File: src/rtl/gcd_arbiter.sv
// gcd_arbiter
// Shares one gcd datapath unit among N_REQ requesters with round-robin
// arbitration. A granted operand pair is either answered directly (when an
// operand is zero, the result is a|b) or sent to the gcd unit. The arbiter
// then waits for gcd_done, or gives up after TIMEOUT cycles and reports an
// error. Only one operation is in flight at any time.
//
// Ports:
//   clk, reset_n            rising-edge clock, synchronous active-low reset
//   req_valid/req_a/req_b   per-requester request, operands packed WIDTH each
//   req_ready               one-hot pulse, request accepted
//   resp_valid              one-hot pulse, response for that requester
//   resp_result/err/id      response payload (err=1 means timeout, result 0)
//   busy                    arbiter not idle
//   gcd_a/gcd_b/gcd_start   operands and start pulse to the gcd unit
//   gcd_result/gcd_done     completion from the gcd unit
module gcd_arbiter #(
  parameter int N_REQ   = 4,
  parameter int WIDTH   = 32,
  parameter int TIMEOUT = 1024,
  localparam int ID_W   = $clog2(N_REQ)
) (
  input  logic                   clk,
  input  logic                   reset_n,
  input  logic [N_REQ-1:0]       req_valid,
  input  logic [N_REQ*WIDTH-1:0] req_a,
  input  logic [N_REQ*WIDTH-1:0] req_b,
  output logic [N_REQ-1:0]       req_ready,
  output logic [N_REQ-1:0]       resp_valid,
  output logic [WIDTH-1:0]       resp_result,
  output logic                   resp_err,
  output logic [ID_W-1:0]        resp_id,
  output logic                   busy,
  output logic [WIDTH-1:0]       gcd_a,
  output logic [WIDTH-1:0]       gcd_b,
  output logic                   gcd_start,
  input  logic [WIDTH-1:0]       gcd_result,
  input  logic                   gcd_done
);

  localparam int CNT_W = (TIMEOUT > 1) ? $clog2(TIMEOUT) : 1;

  typedef enum logic [1:0] {S_IDLE, S_ISSUE, S_WAIT, S_RESP} state_t;

  state_t            state, state_n;
  logic [ID_W-1:0]   ptr, ptr_n;
  logic [ID_W-1:0]   grant, grant_n;
  logic [CNT_W-1:0]  wait_cnt, cnt_n;
  logic [WIDTH-1:0]  a_n, b_n, result_n;
  logic [N_REQ-1:0]  ready_n, rvalid_n;
  logic              start_n, err_n;
  logic [ID_W-1:0]   id_n;

  logic [WIDTH-1:0]  a_arr [N_REQ];
  logic [WIDTH-1:0]  b_arr [N_REQ];
  logic              found;
  logic [ID_W-1:0]   pick;
  logic [ID_W:0]     cand;

  // Unpack the flat operand buses so the grantee can be indexed directly.
  always_comb begin
    for (int i = 0; i < N_REQ; i++) begin
      a_arr[i] = req_a[i*WIDTH +: WIDTH];
      b_arr[i] = req_b[i*WIDTH +: WIDTH];
    end
  end

  // Round-robin search starting at ptr. The candidate index carries one
  // extra bit so the modulo wrap also works when N_REQ is not a power of 2.
  always_comb begin
    found = 1'b0;
    pick  = '0;
    cand  = '0;
    for (int i = 0; i < N_REQ; i++) begin
      cand = {1'b0, ptr} + (ID_W+1)'(i);
      if (cand >= (ID_W+1)'(N_REQ)) begin
        cand = cand - (ID_W+1)'(N_REQ);
      end
      if (!found && req_valid[cand[ID_W-1:0]]) begin
        found = 1'b1;
        pick  = cand[ID_W-1:0];
      end
    end
  end

  // Next-state and next-output logic. Every output is registered, so the
  // values produced here appear during the state being entered.
  // gcd_a/gcd_b double as the latched operands and stay put until the next
  // grant, which keeps them stable throughout WAIT.
  always_comb begin
    state_n  = state;
    ptr_n    = ptr;
    grant_n  = grant;
    cnt_n    = wait_cnt;
    a_n      = gcd_a;
    b_n      = gcd_b;
    start_n  = 1'b0;
    ready_n  = '0;
    rvalid_n = '0;
    result_n = resp_result;
    err_n    = resp_err;
    id_n     = resp_id;
    case (state)
      S_IDLE: begin
        if (found) begin
          grant_n       = pick;
          a_n           = a_arr[pick];
          b_n           = b_arr[pick];
          ready_n[pick] = 1'b1;
          start_n       = (a_arr[pick] != '0) && (b_arr[pick] != '0);
          state_n       = S_ISSUE;
        end
      end
      S_ISSUE: begin
        // A zero operand makes the answer a|b, so the datapath is skipped.
        if ((gcd_a == '0) || (gcd_b == '0)) begin
          rvalid_n[grant] = 1'b1;
          id_n            = grant;
          result_n        = gcd_a | gcd_b;
          err_n           = 1'b0;
          state_n         = S_RESP;
        end else begin
          state_n = S_WAIT;
        end
      end
      S_WAIT: begin
        // Done is checked before the timeout so a coincident done still wins.
        if (gcd_done) begin
          rvalid_n[grant] = 1'b1;
          id_n            = grant;
          result_n        = gcd_result;
          err_n           = 1'b0;
          state_n         = S_RESP;
        end else if (wait_cnt == CNT_W'(TIMEOUT-1)) begin
          rvalid_n[grant] = 1'b1;
          id_n            = grant;
          result_n        = '0;
          err_n           = 1'b1;
          state_n         = S_RESP;
        end else begin
          cnt_n = wait_cnt + 1'b1;
        end
      end
      S_RESP: begin
        ptr_n   = (grant == ID_W'(N_REQ-1)) ? '0 : grant + 1'b1;
        cnt_n   = '0;
        state_n = S_IDLE;
      end
      default: state_n = S_IDLE;
    endcase
  end

  // State and output registers. Reset discards any in-flight operation
  // without answering it.
  always_ff @(posedge clk) begin
    if (!reset_n) begin
      state       <= S_IDLE;
      ptr         <= '0;
      grant       <= '0;
      wait_cnt    <= '0;
      gcd_a       <= '0;
      gcd_b       <= '0;
      gcd_start   <= 1'b0;
      req_ready   <= '0;
      resp_valid  <= '0;
      resp_result <= '0;
      resp_err    <= 1'b0;
      resp_id     <= '0;
    end else begin
      state       <= state_n;
      ptr         <= ptr_n;
      grant       <= grant_n;
      wait_cnt    <= cnt_n;
      gcd_a       <= a_n;
      gcd_b       <= b_n;
      gcd_start   <= start_n;
      req_ready   <= ready_n;
      resp_valid  <= rvalid_n;
      resp_result <= result_n;
      resp_err    <= err_n;
      resp_id     <= id_n;
    end
  end

  assign busy = (state != S_IDLE);

endmodule

File: config.mk
export PLATFORM = sky130hd
export DESIGN_NAME = gcd_arbiter
export DESIGN_NICKNAME = d
export VERILOG_FILES = /design/src/rtl/gcd_arbiter.sv
export SDC_FILE = /design/constraint.sdc
export NUM_CORES = 1
export LEC_CHECK = 0
export CAP_MARGIN = 20
export CORE_AREA = 5 5 155 157
export DETAILED_ROUTE_END_ITERATION = 16
export DIE_AREA = 0 0 160 162
export DONT_BUFFER_PORTS = 1
export MAX_ROUTING_LAYER = met4
export SYNTH_ARGS = -nofsm -noshare
export SYNTH_HDL_FRONTEND = slang
export SYNTH_SLANG_ARGS = --single-unit
File: constraint.sdc
create_clock -name clk -period 9.29 [get_ports clk]
set_input_delay 1.858 -clock clk [delete_from_list [all_inputs] [get_ports clk]]
set_output_delay 1.858 -clock clk [all_outputs]
set_load 0.01 [all_outputs]
* After elaboration in Yosys (flattened, before gate mapping)
Index checks and enable logic that the tools add are counted.
** Word-level totals
- Bits in registers :: 124
- Latch bits :: 0
- Input bits :: 295
- Memories kept :: 0
- ROM bits :: 0
- RAM bits :: 0
- Output and inout port bits :: 109
- Logic and storage cells :: 124
** Cells by class
- Divide/modulo/power cells :: 0
- Add/subtract/negate cells :: 9
- Bitwise logic cells :: 2
- Shift-type cells :: 0
- Reduce and logical (&&, ||, !) cells :: 23
- Equal/unequal tests :: 10
- Muxes and demuxes :: 55
- $mul :: 0
- $lt $le $gt $ge :: 13
** Operator list (count)
- $mux 32 :: 7
- $bmux 32 s2 :: 2
- $logic_not 32->1 :: 2
- $pmux 32 s2 :: 1
- $reduce_bool 32->1 :: 2
- $or 32x32->32 :: 1
- $mux 2 :: 15
- $mux 10 :: 2
- $pmux 10 s2 :: 1
- $lt 2x3->1 const B :: 6
- $mux 1 :: 14
- $ge 3x3->1 const B :: 4
- $mux 4 :: 3
- $add 10x1->10 const B :: 1
- $eq 10x10->1 const B :: 1
- $reduce_and 3->1 :: 3
- $bmux 1 s2 :: 4
- $ne 2x2->1 const B :: 4
- $pmux 2 s4 :: 1
- $pmux 4 s2 :: 1
- $sub 2x1->2 const B :: 4
- $add 2x2->3 const B :: 2
- $eq 2x2->1 const B :: 3
- $logic_and 1x1->1 :: 6
- 15 further kinds :: 22

* Longest topological paths before layout
- Word-level depth :: 20
- Mapped depth :: 12
- Gate-level depth less buffers :: 9

* Worst setup path after synthesis
No wires, ideal clock.
- Kind :: input -> register
- Start point :: input port req_valid[2]
- End point :: register gcd_start
- Path buffers :: 2
- Arrival time :: 4.125 ns
- Data required time :: 9.166 ns
- Slack :: 5.040 ns
- Stages on the path :: 10
- Cell sequence :: buf_4 -> a21oi_2 -> o221a_4 -> buf_6 -> and2_0 -> a221o_1 -> or4_1 -> or4b_1 -> nor4_1 -> nor3b_1
** On the way
- Cells in the longest elaborated chain, start to end :: 18
- Elaborated cells on any way between the ends :: 33
- Classes of those cells :: 22 x mux; 1 x bitwise; 10 x reduce/logical
** Ends and longest elaborated chain
- start: declaration :: line 25 : input logic [N_REQ-1:0] req_valid,
- $bmux 1 s2 :: line 79 : if (!found && req_valid[cand[ID_W-1:0]]) begin
- $mux 1 (not written as such) :: line 79
- $mux 1 :: line 79
- $logic_not 1->1 :: line 79
- $logic_and 1x1->1 :: line 79
- $mux 1 :: line 79
- $logic_not 1->1 :: line 79
- $logic_and 1x1->1 :: line 79
- $mux 1 :: line 79
- $logic_not 1->1 :: line 79
- $logic_and 1x1->1 :: line 79
- $mux 2 :: line 79
- $not 2->3 (not written as such) :: line 110 : start_n = (a_arr[pick] != '0) && (b_arr[pick] != '0);
- $bmux 32 s2 :: line 110
- $mux 32 (not written as such) (2 in a row) :: line 110
- $reduce_bool 32->1 :: line 110
- $logic_and 1x1->1 :: line 110
- end signal: assignment :: line 176 : gcd_start <= start_n;
- end: declaration :: line 36 : output logic gcd_start,
Parallel ways exist; a longest one is shown, timed or not. The select of a mux whose other input is x is not followed.
A chain may end at the register's enable or synchronous reset.

* Worst setup path in the final report
Ends and elaborated chain as after synthesis.

==> impl_metrics.tcl <==
set metrics [dict create \
    grtUsageTotal_pct 27.3 \
    gp_congestion 0.960 \
    synthCells 844 \
    cts.repair.resized 0 \
    io_buffers 0 \
    slew_violations 0 \
    hold_viol_final 0 \
    boundaryPins 404 \
    die-width_um 160 \
    synth_compound_area_share_pct 34.0 \
    core_um2 22400 \
    clk_pin_slew_ns 0.06 \
    tightest_slew_ns 0.984 \
    fin_crit_ns 4.19 \
    rsz0062_at_grt "false" \
    fillers 2346 \
    async_flop_share_pct 0 \
    synthMuxAreaShare_pct 0.448 \
    cts_hold_buf 0 \
    wire_per_inst_um 33.0 \
    start_util_pct 30.0 \
    fin_crit_sh_pct 45.1 \
    ys_types 52 \
    area_growth_syn_to_layout_pct 11.2 \
    worstHoldEndpoint "resp_result[26]" \
    status "completed" \
    ir_drop_v 0.000127 \
    drtIter0Drc 1027 \
    crit_path_max_fanout 65 \
    whs_path_depth 2 \
    startpoint_type "input port" \
    drive_above_1_share_pct 6.46 \
    dieArea_um2 25900 \
    final.setup.tns_ns 0 \
    postCtsSetupRepairBufs 0 \
    regArea_um2 2480 \
    cts_root_buf "clkbuf_16" \
    wl_um 36100 \
    yosysTopAreaCell "dfxtp_1" \
    final_core_util_pct 33.4 \
    powerDensity_nw_per_um2 329 \
    maxCapViolations 0 \
    cts_sinks 124 \
    htreeDepth 4 \
    crit_type "input port to flop" \
    place_ws_ns 4.71 \
    yosys_warnings 0 \
    yosys_register_bits 124 \
    hold_class "flop to flop" \
    synth_commonest_cells "nand2_1, dfxtp_1, a21oi_1" \
    timing.fmax_mhz 239 \
    power_leakage_nw 2.53 \
    setup_viol 0 \
    synth_xor_xnor_area_share_pct 0.914 \
    r2r.worst_path.cells 8 \
    dp.cells 1061 \
    vias_per_cell 6.64 \
    rows 55 \
    dpl_cell_area_um2 6840 \
    seq_area_frac_synth_pct 37.0 \
    min-delay-start "resp_result[26]" \
    synth_fa_ha_area_share_pct 1.68 \
    synth_top_area_share_pct 37.0 \
    reg2reg_to "gcd_start" \
    first_global_vias 6750 \
    cp.required_ns 9.58 \
    fin_total_pwr_mw 2.46 \
    yosysMostFrequentCell "nand2_1" \
    whs_ns 0.497 \
    cp.arrival_ns 4.48 \
    dp_hpwl_um 28400 \
    fin_cells 1095 \
    first_pass_iters 11 \
    fin_skew_ns 0.0112 \
    clockBufferDepth 2 \
    grt_max_degree 113 \
    end_kind "flop" \
    clkLatencyLatePin_ns 0.42 \
    post-route-drc-count 0 \
    fin_ws_ns 5.10 \
    r2r_slack_ns 5.88 \
    nNetsFinal 1099 \
    synth-main-ff-cell "dfxtp_1" \
    antenna_left 0 \
    netlist_area_um2 6710 \
    final_area_um2 7460 \
    die_h_um 162 \
    syn_nets 1148 \
    overflow 0 \
    r2r_start "ptr[1]" \
    cts_buffers 17 \
    grt_antenna_before_repair 2 \
    cts_tree "built" \
    slew_headroom_pct 34.4 \
    synth_area_leaders "dfxtp_1, nand2_1, a222oi_1, a21oi_1, o311ai_0" \
    synth_top_family_by_area "compound AO/OA/AOI/OAI gates" \
    vias 7266 \
    avgSynthCellArea_um2 7.95 \
    multi_input_area_um2 3880 \
    yosys.area_share.simple_pct 20.5 \
    grt_pass1_wl_um 50800 \
    synth-edff-count 0 \
]
-- placed cells by master, fill, tap and decap left out, types with 17 or more instances in the layout --
| cell type | Yosys | layout |
|---|---|---|
| a21boi_1 | 34 | 34 |
| a21oi_1 | 78 | 78 |
| a222oi_1 | 54 | 54 |
| clkbuf_16 | 0 | 17 |
| dfxtp_1 | 124 | 124 |
| nand2_1 | 155 | 154 |
| nand4_1 | 19 | 19 |
| nor2_1 | 29 | 27 |
| nor4_1 | 31 | 31 |
| o21ai_0 | 55 | 55 |
| o311ai_0 | 32 | 32 |
-- cell type report --
type	count	share of cell area [%]
repair buffers	8	0.805
flip-flops and latches	124	33.3
clock buffers	22	6.35
multi-input cells	629	52.0
clock inverters	7	1.86
inverters	15	0.754
diodes	5	0.168
well taps	285	4.78
-- layer usage --
metal | part of all wire [%] | GRT usage, % | routed length [µm] | up-vias
met2 | 46 | 42.2 | 16700 | 491
met5 | 0 | - | 0 | -
met1 | 41 | 34.6 | 14700 | 3557
met3 | 11 | 9.79 | 4060 | 56
met4 | 1.9 | 5.91 | 696 | 0
li1 | - | - | - | 3162
-- state kept, by name, summed over array words and instances, names as in the netlist, 4 cells and up --
| signal | count |
|---|---|
| gcd_a | 32 |
| req_ready | 4 |
| wait_cnt | 10 |
| resp_valid | 4 |
| gcd_b | 32 |
| resp_result | 32 |
-- logic make-up (layout without fill, tap and decap cells) --
kind of cell,count (synthesis),in the layout
DFF,124,124
AOI/OAI and AO/OA,316,316
muxes,3,3
and+or+nand+nor,294,294
xor gates and xnor gates,7,7
adders and majority gates,9,9
other,0,5
buffers and inverters,91,52
-- where the power goes --
group          switching (mW)  internal (mW)
Combinational           0.440          0.233
Sequential              0.381          0.687
Clock                   0.249          0.466
Total                    1.07           1.39
-- worst max path at each step --
stage / startpoint / end / cells after the start
2_1_floorplan: req_valid[2] / gcd_start / 10
3_3_place_gp: req_valid[0] / gcd_start / 9
3_5_place_dp: req_valid[2] / gcd_start / 8
4_1_cts: req_valid[2] / gcd_start / 8
5_1_grt: req_valid[2] / gcd_start / 8
6_report: req_valid[2] / gcd_start / 8
-- worst max-delay path, cell delays in order --
cell	delay, ns
a21oi_2	0.04
o221a_4	0.51
and2_1	0.28
a221o_1	0.28
or4_1	0.52
or4b_1	0.57
nor4_1	0.34
nor3b_1	0.09
Note: power is estimated with default switching activity, not from simulation.
